**config.mk**
```make
export PLATFORM = sky130hd
export DESIGN_NAME = uart_rx_os
export DESIGN_NICKNAME = d
export VERILOG_FILES = /design/src/rtl/uart_pkg.sv /design/src/rtl/uart_baud_tick.sv /design/src/rtl/uart_rx_os.sv
export SDC_FILE = /design/constraint.sdc
export NUM_CORES = 1
export LEC_CHECK = 0
export CAP_MARGIN = 15
export CORE_AREA = 2 2 45 79
export CTS_BUF_LIST = sky130_fd_sc_hd__clkbuf_8
export DETAILED_ROUTE_END_ITERATION = 8
export DIE_AREA = 0 0 47 81
export PLACE_DENSITY = 0.79
export SYNTH_ARGS = -nofsm -noshare
export SYNTH_HDL_FRONTEND = slang
export SYNTH_HIERARCHICAL = 1
export SYNTH_SLANG_ARGS = --single-unit
```
**constraint.sdc**
```tcl
create_clock -name clk -period 2.39 [get_ports clk]
set_clock_uncertainty 0.15 [all_clocks]
set_input_delay 0.5975 -clock clk [delete_from_list [all_inputs] [get_ports clk]]
set_output_delay 0.5975 -clock clk [all_outputs]
set_load 0.05 [all_outputs]
```
**src/rtl/uart_pkg.sv**
```systemverilog
// Shared UART types, constants and baud divider helper.
package uart_pkg;

   typedef enum logic [2:0] {
      IDLE,
      START,
      DATA,
      PARITY,
      STOP,
      BREAK
   } rx_state_t;

   localparam int UART_DATA_BITS = 8;

   // Rounded clk/(baud*os), never below 1.
   function automatic int calc_tick_div(input int clk_hz,
                                        input int baud,
                                        input int os);
      int d;
      d = (clk_hz + (baud * os) / 2) / (baud * os);
      return (d < 1) ? 1 : d;
   endfunction

endpackage

```
**src/rtl/uart_baud_tick.sv**
```systemverilog
// Free-running oversample tick divider; one-clk pulse every TICK_DIV clocks.
module uart_baud_tick
   import uart_pkg::*;
#(
   parameter int CLK_HZ     = 100000000,
   parameter int BAUD       = 115200,
   parameter int OVERSAMPLE = 16
)(
   input  logic clk,
   input  logic reset,
   output logic tick
);

   localparam int TICK_DIV = calc_tick_div(CLK_HZ, BAUD, OVERSAMPLE);
   localparam int CW       = $clog2(TICK_DIV + 1);
   localparam logic [CW-1:0] LAST = CW'(TICK_DIV - 1);

   logic [CW-1:0] cnt;

   // With TICK_DIV=1 the counter sits at 0 and tick stays high.
   assign tick = (cnt == LAST);

   always_ff @(posedge clk or posedge reset) begin
      if (reset) begin
         cnt <= '0;
      end else if (tick) begin
         cnt <= '0;
      end else begin
         cnt <= cnt + CW'(1);
      end
   end

endmodule

```
**src/rtl/uart_rx_os.sv**
```systemverilog
// Oversampling 8N1 UART receiver with one-entry valid/ready output.
// Define UART_RX_PARITY_EN for an 8-bit + parity frame and parity_err.
module uart_rx_os
   import uart_pkg::*;
#(
   parameter int CLK_HZ     = 100000000,
   parameter int BAUD       = 115200,
   parameter int OVERSAMPLE = 16
`ifdef UART_RX_PARITY_EN
   ,parameter bit PARITY_ODD = 1'b0
`endif
)(
   input  logic       clk,
   input  logic       reset,
   input  logic       rx_in,
   output logic [7:0] rx_data,
   output logic       rx_valid,
   input  logic       rx_ready,
   output logic       frame_err,
   output logic       overrun,
   output logic       busy
`ifdef UART_RX_PARITY_EN
   ,output logic      parity_err
`endif
);

   localparam int SW = $clog2(OVERSAMPLE);
   localparam logic [SW-1:0] HALF_M1 = SW'(OVERSAMPLE / 2 - 1);
   localparam logic [SW-1:0] FULL_M1 = SW'(OVERSAMPLE - 1);
   localparam logic [2:0]    LAST_BIT = 3'(UART_DATA_BITS - 1);

   logic tick;
   logic sync1;
   logic rx_s;

   rx_state_t state, state_n;
   logic [SW-1:0] cnt, cnt_n;
   logic [2:0] idx, idx_n;
   logic [UART_DATA_BITS-1:0] shift, shift_n;
   logic deliver;
   logic ferr;
`ifdef UART_RX_PARITY_EN
   logic par, par_n;
   logic perr;
`endif

   uart_baud_tick #(
      .CLK_HZ     (CLK_HZ),
      .BAUD       (BAUD),
      .OVERSAMPLE (OVERSAMPLE)
   ) u_tick (
      .clk   (clk),
      .reset (reset),
      .tick  (tick)
   );

   always_ff @(posedge clk or posedge reset) begin
      if (reset) begin
         sync1 <= 1'b1;
         rx_s  <= 1'b1;
      end else begin
         sync1 <= rx_in;
         rx_s  <= sync1;
      end
   end

   assign busy = (state != IDLE);

   always_ff @(posedge clk or posedge reset) begin
      if (reset) begin
         state <= IDLE;
         cnt   <= '0;
         idx   <= '0;
         shift <= '0;
`ifdef UART_RX_PARITY_EN
         par   <= 1'b0;
`endif
      end else begin
         state <= state_n;
         cnt   <= cnt_n;
         idx   <= idx_n;
         shift <= shift_n;
`ifdef UART_RX_PARITY_EN
         par   <= par_n;
`endif
      end
   end

   always_comb begin
      state_n = state;
      cnt_n   = cnt;
      idx_n   = idx;
      shift_n = shift;
      deliver = 1'b0;
      ferr    = 1'b0;
`ifdef UART_RX_PARITY_EN
      par_n   = par;
      perr    = 1'b0;
`endif
      if (tick) begin
         unique case (state)
            IDLE: begin
               if (!rx_s) begin
                  state_n = START;
                  cnt_n   = '0;
               end
            end
            START: begin
               if (cnt == HALF_M1) begin
                  cnt_n = '0;
                  idx_n = '0;
                  // Line high at mid start bit means it was a glitch.
                  state_n = rx_s ? IDLE : DATA;
               end else begin
                  cnt_n = cnt + SW'(1);
               end
            end
            DATA: begin
               if (cnt == FULL_M1) begin
                  cnt_n   = '0;
                  shift_n = {rx_s, shift[UART_DATA_BITS-1:1]};
                  idx_n   = idx + 3'd1;
                  if (idx == LAST_BIT) begin
`ifdef UART_RX_PARITY_EN
                     state_n = PARITY;
`else
                     state_n = STOP;
`endif
                  end
               end else begin
                  cnt_n = cnt + SW'(1);
               end
            end
`ifdef UART_RX_PARITY_EN
            PARITY: begin
               if (cnt == FULL_M1) begin
                  cnt_n   = '0;
                  par_n   = rx_s;
                  state_n = STOP;
               end else begin
                  cnt_n = cnt + SW'(1);
               end
            end
`endif
            STOP: begin
               if (cnt == FULL_M1) begin
                  cnt_n = '0;
                  if (!rx_s) begin
                     ferr    = 1'b1;
                     state_n = BREAK;
                  end else begin
                     state_n = IDLE;
`ifdef UART_RX_PARITY_EN
                     if (((^shift) ^ par) != PARITY_ODD) begin
                        perr = 1'b1;
                     end else begin
                        deliver = 1'b1;
                     end
`else
                     deliver = 1'b1;
`endif
                  end
               end else begin
                  cnt_n = cnt + SW'(1);
               end
            end
            BREAK: begin
               if (rx_s) begin
                  state_n = IDLE;
               end
            end
            default: begin
               state_n = IDLE;
            end
         endcase
      end
   end

   always_ff @(posedge clk or posedge reset) begin
      if (reset) begin
         rx_data   <= '0;
         rx_valid  <= 1'b0;
         frame_err <= 1'b0;
         overrun   <= 1'b0;
`ifdef UART_RX_PARITY_EN
         parity_err <= 1'b0;
`endif
      end else begin
         frame_err <= ferr;
         overrun   <= 1'b0;
`ifdef UART_RX_PARITY_EN
         parity_err <= perr;
`endif
         if (deliver) begin
            // A same-cycle transfer frees the slot for the new byte.
            if (!rx_valid || rx_ready) begin
               rx_data  <= shift;
               rx_valid <= 1'b1;
            end else begin
               overrun <= 1'b1;
            end
         end else if (rx_ready) begin
            rx_valid <= 1'b0;
         end
      end
   end

endmodule

```
==> results.py <==
metrics = {
    "pwr": {
        "p_per_area_mw_per_mm2": 519,
        "comb_power_share_pct": 1.8,
        "power.net_switching_mw": 0.245,
        "power_switching_share_pct": 22.5,
        "power.static_leakage_nw": 0.949,
        "peak_supply_drop_uv": 524,
        "intPower_mw": 0.842,
        "sequentialPowerShare_pct": 58.2,
        "pwr-share-clk_pct": 40.0,
    },
    "clock_tree": {
        "total_cts_buffers": 5,
        "tritoncts": "done",
        "cts_resized": 0,
        "clk_latency_ns": 0.29,
        "cts_hold_buffers": 0,
        "cts.path.max_buffers": 2,
        "cts.sinks": 37,
        "clkTransAtPathRegs_ns": 0.08,
        "clockRootBuffer": "clkbuf_8",
        "cts_htree_levels": 2,
        "postCtsSetupRepairBufs": 0,
    },
    "synthesis": {
        "synth_top_area_share_pct": 48.4,
        "ys_ff_latch": 37,
        "synth.yosys.seq_area_share_pct": 51.3,
        "synth_area_leaders": "dfrtp_1 48%, mux2_2 11%, ha_1 3.5%",
        "synth-edff-count": 0,
        "post-synth-top-count-cell": "dfrtp_1",
        "avgSynthCellArea_sq_um": 11.8,
        "post_synth_instance_area_sq_mm": 0.00181,
        "async_sr_flop_fraction_pct": 100,
        "synth_common_cells": "35 x dfrtp_1, 18 x mux2_2, 11 x inv_1, 11 x nand2_1, 9 x nor2_1",
        "number_of_warnings_issued_by_yosys": 6,
        "synth_nets": 162,
        "syn-instance-count": 153,
        "synth_flop_cell": "dfrtp_1",
        "synth.largest_area_cell": "dfrtp_1",
        "netlist-cell-type-count": 44,
    },
    "drt": {
        "post_drt_wl_per_cell_microns": 14.6,
        "dr.pass1.iters": 4,
        "wirelength_microns": 3210,
        "detail_route.drc_violations": 0,
        "avgViaCountPerCell": 5.51,
        "detailroute.via_count": 1207,
        "initialDrtViolationCount": 14,
        "drtAntennaViolNets": 0,
    },
    "place": {
        "placement.io_buffers": 15,
        "gp_routability_congestion": 0.808,
        "place_worst_setup_slack_ns": 0.0544,
        "dp.cells": 211,
        "detailedPlacementHpwl_microns": 2420,
    },
    "layout": {
        "finish.cell_count_without_fillers": 219,
        "syn_to_final_growth_pct": 15.9,
        "layout-drive-gt1-share_pct": 24.1,
        "antenna_cells": 0,
        "layout.nets": 182,
    },
    "sta": {
        "share_of_the_clock_period_used_by_the_worst_path_pct": 96.1,
        "layout_setup_ws_ns": 0.0920,
        "timing.final.max_slew_violations": 0,
        "worst-slew-pin-transition_ns": 0.526,
        "final_hold_viol_count": 0,
        "setup_viol_count_final": 0,
        "max_freq_ghz": 0.435,
        "layout_min_cycle_time_ns": 2.30,
        "grt_setup_unrepaired": "true",
        "max-slew-margin-rel_pct": 64.9,
    },
    "floorplan": {
        "io-pin-count": 16,
        "floorplan.core_area_sq_mm": 0.00322,
        "floorplan.die_area_sq_mm": 0.00381,
        "rows": 28,
        "dieHeight_microns": 81,
        "width_of_the_die_microns": 47,
        "initial_util_pct": 56.1,
    },
    "critical_path": {
        "timing.critical_path.required_ns": 2.41,
        "crit_path_end_kind": "flip-flop",
        "critical_path.startpoint_type": "flip-flop",
        "worstPathMaxFanout": 8,
        "worst_ep_arrival_time_ns": 2.32,
        "timing_worst_setup_path_type": "flip-flop to flip-flop",
    },
    "global_route": {
        "grt_remaining_overflow": 0,
        "first_global_vias": 1311,
        "grt_use_total_pct": 21.0,
        "maximum_number_of_pins_on_one_net_before_global_route_repair": 32,
        "number_of_antenna_violations_at_the_first_check_in_global_routing": 0,
        "grt_first_pass_wirelength_microns": 5700,
    },
    "min_path": {
        "worst_hold_path_type": "flip-flop to flip-flop",
    },
    "job": {
        "timing.max_cap.violations": 0,
    },
    "status": {
        "status": "finished clean",
    },
}
==> cell usage in the layout (no fill, tap or decap), types with 2 or more instances in the layout <==
cell / instances
a21oi_1: 2
and3_1: 3
buf_4: 5
clkbuf_8: 5
clkdlybuf4s50_1: 14
dfrtp_1: 35
dfstp_2: 2
ha_1: 5
inv_1: 11
mux2_2: 18
nand2_1: 11
nand3_1: 7
nand3b_1: 2
nand4_1: 2
nor2_1: 9
nor2_4: 4
nor3_1: 3
nor4_1: 2
nor4bb_1: 2
o21ai_0: 2
o221ai_1: 3
xnor2_1: 2
xor2_1: 2
==> critical path: stages (launching register included) <==
cell and delay [ns]:
dfrtp_1 0.42, inv_1 0.08, ha_1 0.14, nand4b_1 0.17, nor2_4 0.22, nand4_1 0.29, nor2_4 0.22, nand3_4 0.15
mux2_1 0.35
==> state kept, by name (all words and copies together) (netlist names) <==
name,cells
overrun,1
sync1,1
u_tick/cnt,6
state,3
rx_data,8
cnt,4
rx_valid,1
shift,8
frame_err,1
idx,3
rx_s,1
==> power by group through the flow <==
stage / Combinational, mW / Sequential (mW) / Clock, mW
2_1_floorplan: 0.0146 / 0.641 / 0
3_3_place_gp: 0.0201 / 0.645 / 0
5_1_grt: 0.0230 / 0.633 / 0.477
6_report: 0.0194 / 0.632 / 0.435
4_1_cts: 0.0208 / 0.633 / 0.451
3_5_place_dp: 0.0209 / 0.645 / 0
==> path summary, 6_finish.rpt <==
check | startpoint | to | slack (ns) | cells past startpoint
max in group asynchronous | reset | rx_s$_DFF_PP1_ | 1.23 | 3
max reg2reg | u_tick/cnt[1]$_DFF_PP0_ | rx_data[0]$_DFFE_PP0P_ | 0.09 | 8
min reg2reg | sync1$_DFF_PP1_ | rx_s$_DFF_PP1_ | 0.21 | 0
min | sync1$_DFF_PP1_ | rx_s$_DFF_PP1_ | 0.21 | 0
max | u_tick/cnt[1]$_DFF_PP0_ | rx_data[0]$_DFFE_PP0P_ | 0.09 | 8
min in group asynchronous | reset | u_tick/cnt[3]$_DFF_PP0_ | 0.39 | 2
==> per-stage QoR <==
step	util (%)	cell area, sq um	setup TNS [ns]	hold slack (ns)	total power [mW]
5_1_grt	65.0	2100	-0.0438	0.217	1.13
6_report	65.0	2100	0	0.212	1.09
3_5_place_dp	62.1	2000	0	0.205	0.666
3_3_place_gp	62.1	2000	0	0.197	0.665
2_1_floorplan	-	1810	0	0.195	0.656
4_1_cts	64.9	2090	0	0.216	1.10
==> layout make-up <==
cell class,instances,area [sq um]
inverters,11,41.3
clock buffers,5,68.8
multi-input cells,99,802
well taps,45,56.3
repair buffers,19,178
flip-flops and latches,37,928
clock inverters,3,21.3
fillers,252,1130
==> logic make-up after synthesis <==
kind of cell               Yosys count  share of synthesized area, %
buffers and inverters               17                          4.57
muxes                               20                          12.4
DFF                                 37                          51.3
and+or+nand+nor                     52                          17.2
AOI/OAI and AO/OA                   17                          8.51
adders and majority gates            6                          4.01
xor gates and xnor gates             4                          1.94
==> routing by layer <==
metal | up-vias | part of all wire [%] | wire (microns) | global-route usage (%)
li1 | 580 | - | - | -
met1 | 603 | 40 | 1270 | 22.7
met2 | 18 | 55 | 1770 | 35.6
met3 | 6 | 3.2 | 101 | 5.56
met4 | 0 | 2.1 | 67 | 11.1
met5 | - | 0 | 0 | 0
Power figures use the tool's default switching activity.
